`config.mk`:
```
export PLATFORM = sky130hd
export DESIGN_NAME = ifu_sequencer
export DESIGN_NICKNAME = d
export VERILOG_FILES = /design/src/rtl/ifu_sequencer.sv
export SDC_FILE = /design/constraint.sdc
export NUM_CORES = 1
export LEC_CHECK = 0
export BUFFER_PORTS_ARGS = -buffer_cell sky130_fd_sc_hd__buf_2
export CAP_MARGIN = 20
export CORE_MARGIN = 5
export CORE_UTILIZATION = 40
export DETAILED_ROUTE_END_ITERATION = 6
export GPL_TIMING_DRIVEN = 0
export PLACE_DENSITY = 0.78
export SLEW_MARGIN = 5
export SYNTH_ARGS = -nofsm -noshare
export SYNTH_HDL_FRONTEND = slang
export SYNTH_SLANG_ARGS = --single-unit
```
`constraint.sdc`:
```
create_clock -name clk -period 4.47 [get_ports clk]
set_input_delay 1.341 -clock clk [delete_from_list [all_inputs] [get_ports clk]]
set_output_delay 1.341 -clock clk [all_outputs]
set_load 0.01 [all_outputs]
```
`src/rtl/ifu_sequencer.sv`:
```
// ifu_sequencer
// EX-stage sequencer for the integer functional units (ALU, MU, QRU, ...).
// It accepts one issued operation, sends a one-cycle start pulse to the
// selected functional unit (FU), and waits for that unit's done bit. It then
// captures the unit's result and destination register and offers them to
// write-back on a valid/ready handshake. There is a watchdog: an FU that never
// finishes moves the sequencer into a sticky error state.
//
// Ports
//   clk, rst          clock; asynchronous active-high reset
//   issue_valid/ready issue handshake; issue_fu selects the FU, issue_rd is
//                     the destination register
//   flush             synchronous abort of the in-flight operation
//   fu_start          one-hot start pulse, high for the first EXEC cycle only
//   fu_done, fu_res   per-FU done bits and results (FU k at [k*W +: W])
//   wb_valid/ready    write-back handshake carrying wb_data and wb_rd
//   busy              sequencer is not idle
//   err               sticky error: illegal FU index or watchdog timeout
module ifu_sequencer #(
  parameter int unsigned W       = 32,
  parameter int unsigned NFU     = 4,
  parameter int unsigned TIMEOUT = 64,
  parameter int unsigned SELW    = $clog2(NFU)
) (
  input  logic              clk,
  input  logic              rst,
  input  logic              issue_valid,
  output logic              issue_ready,
  input  logic [SELW-1:0]   issue_fu,
  input  logic [4:0]        issue_rd,
  input  logic              flush,
  output logic [NFU-1:0]    fu_start,
  input  logic [NFU-1:0]    fu_done,
  input  logic [NFU*W-1:0]  fu_res,
  output logic              wb_valid,
  input  logic              wb_ready,
  output logic [W-1:0]      wb_data,
  output logic [4:0]        wb_rd,
  output logic              busy,
  output logic              err
);

  localparam int unsigned CNTW = $clog2(TIMEOUT);

  typedef enum logic [1:0] {
    S_IDLE,
    S_EXEC,
    S_WB,
    S_ERR
  } state_e;

  state_e            state_q, state_d;
  logic [SELW-1:0]   sel_q, sel_d;
  logic [4:0]        rd_q, rd_d;
  logic [CNTW-1:0]   cnt_q, cnt_d;
  logic [NFU-1:0]    start_q, start_d;
  logic              wb_valid_q, wb_valid_d;
  logic [W-1:0]      wb_data_q, wb_data_d;
  logic [4:0]        wb_rd_q, wb_rd_d;
  logic              err_q, err_d;

  logic              done_sel;
  logic [W-1:0]      res_sel;
  logic              issue_legal;
  logic [NFU-1:0]    start_onehot;
  logic              accept;

  // Index compared in 32 bits so non-power-of-two NFU values are caught.
  assign issue_legal  = ({{(32-SELW){1'b0}}, issue_fu} < NFU);
  assign start_onehot = NFU'(1) << issue_fu;

  // Selected unit's done/result; loop mux keeps out-of-range indices harmless.
  always_comb begin
    done_sel = 1'b0;
    res_sel  = '0;
    for (int unsigned k = 0; k < NFU; k++) begin
      if (sel_q == SELW'(k)) begin
        done_sel = fu_done[k];
        res_sel  = fu_res[k*W +: W];
      end
    end
  end

  always_comb begin
    state_d    = state_q;
    sel_d      = sel_q;
    rd_d       = rd_q;
    cnt_d      = cnt_q;
    start_d    = '0;
    wb_valid_d = wb_valid_q;
    wb_data_d  = wb_data_q;
    wb_rd_d    = wb_rd_q;
    err_d      = err_q;
    accept     = 1'b0;

    case (state_q)
      S_IDLE: begin
        if (issue_valid) accept = 1'b1;
      end
      S_EXEC: begin
        if (flush) begin
          state_d = S_IDLE;
          cnt_d   = '0;
        end else if (done_sel) begin
          wb_data_d  = res_sel;
          wb_rd_d    = rd_q;
          wb_valid_d = 1'b1;
          state_d    = S_WB;
        end else if (cnt_q == CNTW'(TIMEOUT - 1)) begin
          state_d = S_ERR;
          err_d   = 1'b1;
        end else begin
          cnt_d = cnt_q + 1'b1;
        end
      end
      S_WB: begin
        if (flush) begin
          wb_valid_d = 1'b0;
          state_d    = S_IDLE;
        end else if (wb_ready) begin
          wb_valid_d = 1'b0;
          if (issue_valid) accept = 1'b1;
          else             state_d = S_IDLE;
        end
      end
      default: begin
        // S_ERR is left only through reset.
      end
    endcase

    // Shared by IDLE issue and back-to-back issue from WB.
    if (accept) begin
      sel_d = issue_fu;
      rd_d  = issue_rd;
      if (issue_legal) begin
        state_d = S_EXEC;
        cnt_d   = '0;
        start_d = start_onehot;
      end else begin
        state_d = S_ERR;
        err_d   = 1'b1;
      end
    end
  end

  always_ff @(posedge clk or posedge rst) begin
    if (rst) begin
      state_q    <= S_IDLE;
      sel_q      <= '0;
      rd_q       <= '0;
      cnt_q      <= '0;
      start_q    <= '0;
      wb_valid_q <= 1'b0;
      wb_data_q  <= '0;
      wb_rd_q    <= '0;
      err_q      <= 1'b0;
    end else begin
      state_q    <= state_d;
      sel_q      <= sel_d;
      rd_q       <= rd_d;
      cnt_q      <= cnt_d;
      start_q    <= start_d;
      wb_valid_q <= wb_valid_d;
      wb_data_q  <= wb_data_d;
      wb_rd_q    <= wb_rd_d;
      err_q      <= err_d;
    end
  end

  assign issue_ready = (state_q == S_IDLE) || ((state_q == S_WB) && wb_ready);
  assign busy        = (state_q != S_IDLE);
  assign fu_start    = start_q;
  assign wb_valid    = wb_valid_q;
  assign wb_data     = wb_data_q;
  assign wb_rd       = wb_rd_q;
  assign err         = err_q;

endmodule

```
== After elaboration in Yosys (flattened, before gate mapping) ==
Index checks and enable logic that the tools add are counted.

* Add/sub/neg operators: 1
* Equal/unequal tests: 14
* Shifts and indexed selects: 1
* Mux-type cells: 31
* Bitwise logic cells: 2
* Reductions and logical operators: 13

{| class="wikitable"
|+ Operator list
! cell !! count
|-
| two-way mux 32 bit || 4
|-
| two-way mux 6 bit || 5
|-
| two-way mux 2 bit || 7
|-
| AND reduction 4 bit || 3
|-
| two-way mux 1 bit || 11
|-
| inequality test 4 bit (second input constant) || 2
|-
| adder 6 x 1 -> 6 bit (second input constant) || 1
|-
| equality test 2 bit (second input constant) || 3
|-
| equality test 6 bit (second input constant) || 1
|-
| inequality test 3 bit (second input constant) || 2
|-
| AND reduction 3 bit || 2
|-
| nonzero test 2 bit || 3
|-
| inequality test 5 bit (second input constant) || 1
|-
| equality test 2 x 1 -> 1 bit (second input constant) || 2
|-
| logical NOT 2 bit || 2
|-
| two-way mux 4 bit || 1
|-
| inequality test 2 bit (second input constant) || 2
|-
| case mux 1 bit (2 select lines) || 2
|-
| case mux 2 bit (2 select lines) || 1
|-
| left shift 1 x 2 -> 4 bit (first input constant) || 1
|-
| inequality test 3 x 2 -> 1 bit (second input constant) || 1
|-
| nonzero test 3 bit || 1
|-
| NOT 1 bit || 2
|-
| logical AND 1 bit || 1
|-
| logical OR 1 bit || 1
|}

* Register bits after elaboration: 58
* Input bits: 144
* Output and inout bits: 45
* Logic and storage cells: 71

== Depth between registers and ports, before layout ==
* Word-level depth: 9
* Depth in mapped cells: 7
* Depth with buffers taken out: 5

== Worst setup path before layout ==
OpenSTA, ideal clock, no wires.

* Path type: input to output
* Start point: in wb_ready
* End point: out issue_ready
* Data arrival time: 1,595 ps
* Data required time: 3,129 ps
* Slack: 1,534 ps
* Stages on the path: 2
* Path buffers: 0
* Cells stage by stage: inv_1 > a21oi_1

* Longest elaborated chain between the ends: 2

{| class="wikitable"
|+ Ends and longest elaborated chain
! item !! RTL line !! text
|-
| from (decl) || 36 || <nowiki>input logic wb_ready,</nowiki>
|-
| logical AND 1 bit || 170 || <nowiki>assign issue_ready = (state_q == S_IDLE) || ((state_q == S_WB) && wb_ready);</nowiki>
|-
| logical OR 1 bit || 170 ||
|-
| to (decl) || 28 || <nowiki>output logic issue_ready,</nowiki>
|}

No other way between the ends.

== Final worst setup path ==
Ends and elaborated chain as after synthesis.

==> summary.md <==
| Metric | Value |
|---|---|
| Final Net Count | 565 |
| CP dominant cell by count | buf_2 |
| Slew HR | between 40 and 50% |
| Number of buffers added on ports | around 190 |
| R2r setup slk | 2.21 ns |
| Worst-Skew Late Latency | around 0.33 ns |
| Slew Viols, Final | 0 |
| PostCTS Resize Cnt | 0 |
| Die X | around 99 um |
| Initial Util | slightly above 40% |
| Largest net degree at the start of global routing | 32 |
| Peak VDD IR | around 300 uV |
| Critical Path AT | 1.76 ns |
| CP max stage cell | buf_2 |
| GPL Wtd Cong | just over 0.8 |
| Critical Path Start | wb_ready |
| Share of the synthesized area in the top cell type | around 46% |
| Final Power | about 2.7 mW |
| Crit path max fanout | 3 |
| CP top delay family | buffers and inverters |
| Max Cap Viol | 0 |
| Synth area leader | dfrtp_1 |
| Critical path required time | between 3 and 4 ns |
| Post-Route WL | between 8000 and 9000 um |
| Die area | a little under 10000 um^2 |
| P_int | 1.75 mW |
| Post-CTS setup repair buffer count | 0 |
| Min cycle time layout | a little over 3 ns |
| Final ANT Viol Nets | 0 |
| Final hold vios | 0 |
| Critical Path Max Stage Delay | between 0.1 and 0.15 ns |
| N_diodes | 0 |
| Comb pwr share | 49.0% |
| CP cell instances | buf_2 > inv_1 > a21oi_1 > buf_2 |
| Warnings from Yosys | 0 |
| Distinct cells, synth | 38 |
| Total CTS buffers | 9 |
| Wire length per cell | about 17 um |
| Top cells by count, synth | dfrtp_1, mux2_2, mux4_2, clkbuf_1 |
| Sink Count | 58 |
| Static Leak | 2.18 nW |
| 1st-pass router iterations | 4 |
| Avg Vias per Cell | slightly above 5 |
| Layout Skew | 0.00834 ns |
| Pwr dens | between 500 and 600 nW/um^2 |
| Setup TNS | 0 ns |
| H-tree depth | 3 |
| Clk buf depth | 2 |
| Cells on worst reg2reg path | 6 |
| Register area share after synthesis | 45.8% |
| CTS hold repair buffers | 0 |
| Achievable Freq | 323 MHz |
| CTS tree | done |
| Reg2reg end | wb_data[17]$_DFFE_PP0P_ |
| Row cnt | 32 |
| Reg clk slew, reported paths | 0.06 ns |
| Final setup violation count | 0 |
| DRC Markers | 0 |
| Switch Pwr | ~910 uW |
| Tot GR Track Use | between 10% and 20% |
| Final Cycle Share | between 60% and 70% |
| CP endpoint kind | output pin |
| Top cells by area, synth | dfrtp_1, mux4_2, mux2_2 |
| Clock Tree Root | clkbuf_8 |
| Vias in the first global route | roughly 3000 |
| CP Buf/Inv Count | 3 |
| RSZ-0062 raised after global routing | false |
| Crit path depth | 4 |
| Sw Share | between 30% and 40% |
| Clock power share | 18.5% |
| FF+latch count, synth | just under 60 |
| Number of synthesized flops with an enable pin | 0 |
| Worst reg2reg path startpoint | sel_q[1]$_DFFE_PP0P_ |
| Setup CP Type | in -> out |
| Core Area | around 7700 um^2 |
| First-pass GRT wire length | about 14000 um |
| Detailed Place HPWL | 7020 um |
| Initial DRC count | 57 |
| Share of layout cells above drive strength 1 | between 60% and 70% |
| Type of origin of the critical path | input pin |
| Avg Cell Area, Syn | roughly 14 um^2 |
| Ports | approximately 190 |
| GRT overflow | 0 |
| Initial antenna violation count | 0 |
| Via count | around 2700 |
| Slew at the pin closest to its max-slew limit | just over 0.8 ns |
| WHS | 0.497 ns |
| Layout area overhead | 41.0% |
| Mapped Nets | approximately 360 |
| Dominant synthesized flop cell | dfrtp_1 |
| Flop pwr share | between 30% and 40% |
| Min-delay worst type | reg -> reg |
| Mapped cell area | 3170 um^2 |
| Dominant cell by count in the synthesized netlist | dfrtp_1 |
| Outcome | complete, no violations |
| Post-synthesis cell count | about 220 |
| Ys async rst share | 100% |
| Die height | slightly below 100 um |
| CP Capture Point | issue_ready |
worst min path at each step:
stage                              start                    to  depth (start not counted)  slack (ns)
finish                   err$_DFFE_PP0P_       err$_DFFE_PP0P_                          1        0.50
global route        wb_rd[3]$_DFFE_PP0P_  wb_rd[3]$_DFFE_PP0P_                          1        0.51
CTS                      err$_DFFE_PP0P_       err$_DFFE_PP0P_                          1        0.50
detailed placement       err$_DFFE_PP0P_       err$_DFFE_PP0P_                          1        0.48
global placement         err$_DFFE_PP0P_       err$_DFFE_PP0P_                          1        0.46
floorplan            rd_q[0]$_DFFE_PP0P_  wb_rd[0]$_DFFE_PP0P_                          1        0.48
metrics by stage:
stage | utilization, % | cell area (um^2) | instances | worst slack (ns)
2_1_floorplan | - | 3170 | 219 | 1.53
4_1_cts | 57.8 | 4460 | 526 | 1.37
5_1_grt | 57.9 | 4470 | 527 | 1.30
6_report | 57.9 | 4470 | 527 | 1.37
3_3_place_gp | 54.9 | 4240 | 509 | 0.935
3_5_place_dp | 55.1 | 4260 | 510 | 1.19
routing by layer:
metal	vias up	part of all wire, %	track usage [%]
met5	-	0	0
met4	0	1.6	5.78
met3	12	8.8	6.72
met2	128	52	30.7
met1	1322	38	22.0
li1	1255	-	-
area by class of cell:
| type | instances | area [um^2] |
|---|---|---|
| repair buffers | 190 | 968 |
| clock inverters | 5 | 52.6 |
| plain buffers | 16 | 80.1 |
| fillers | 687 | 3260 |
| multi-input cells | 138 | 1610 |
| inverters | 7 | 26.3 |
| well taps | 102 | 128 |
| clock buffers | 11 | 151 |
| flip-flops and latches | 58 | 1450 |
registers in the layout, summed over array words and instances, names as in the netlist, 2 cells and up:
register and count:
wb_data 32, cnt_q 6, sel_q 2, wb_rd 5, state_q 2, rd_q 5
fu_start 4
power by group through the flow:
| stage | Sequential (mW) | Clock (mW) | Combinational, mW |
|---|---|---|---|
| 2_1_floorplan | 0.946 | 0 | 0.811 |
| 3_3_place_gp | 0.852 | 0 | 1.30 |
| 3_5_place_dp | 0.872 | 0 | 1.33 |
| 4_1_cts | 0.863 | 0.507 | 1.33 |
| 5_1_grt | 0.891 | 0.533 | 1.43 |
| 6_report | 0.861 | 0.492 | 1.30 |
placed cells by master, fill, tap and decap left out, types with 4 or more instances in the layout:
master / instances
nand2_1: 7
and3_1: 4
clkbuf_8: 11
nor2_1: 4
o21ai_0: 6
a21oi_1: 5
mux4_2: 33
buf_2: 192
nand2b_1: 4
inv_1: 6
mux2_2: 43
dfrtp_1: 58
clkbuf_1: 10
cells by family after synthesis:
group / share of synthesized area [%]
AO/OA/AOI/OAI: 4.93
flip-flops: 45.8
buffers and inverters: 3.35
multiplexers: 38.7
adder cells (fa/ha/maj): 0.394
AND/OR/NAND/NOR: 6.86
Power figures use the tool's default switching activity.
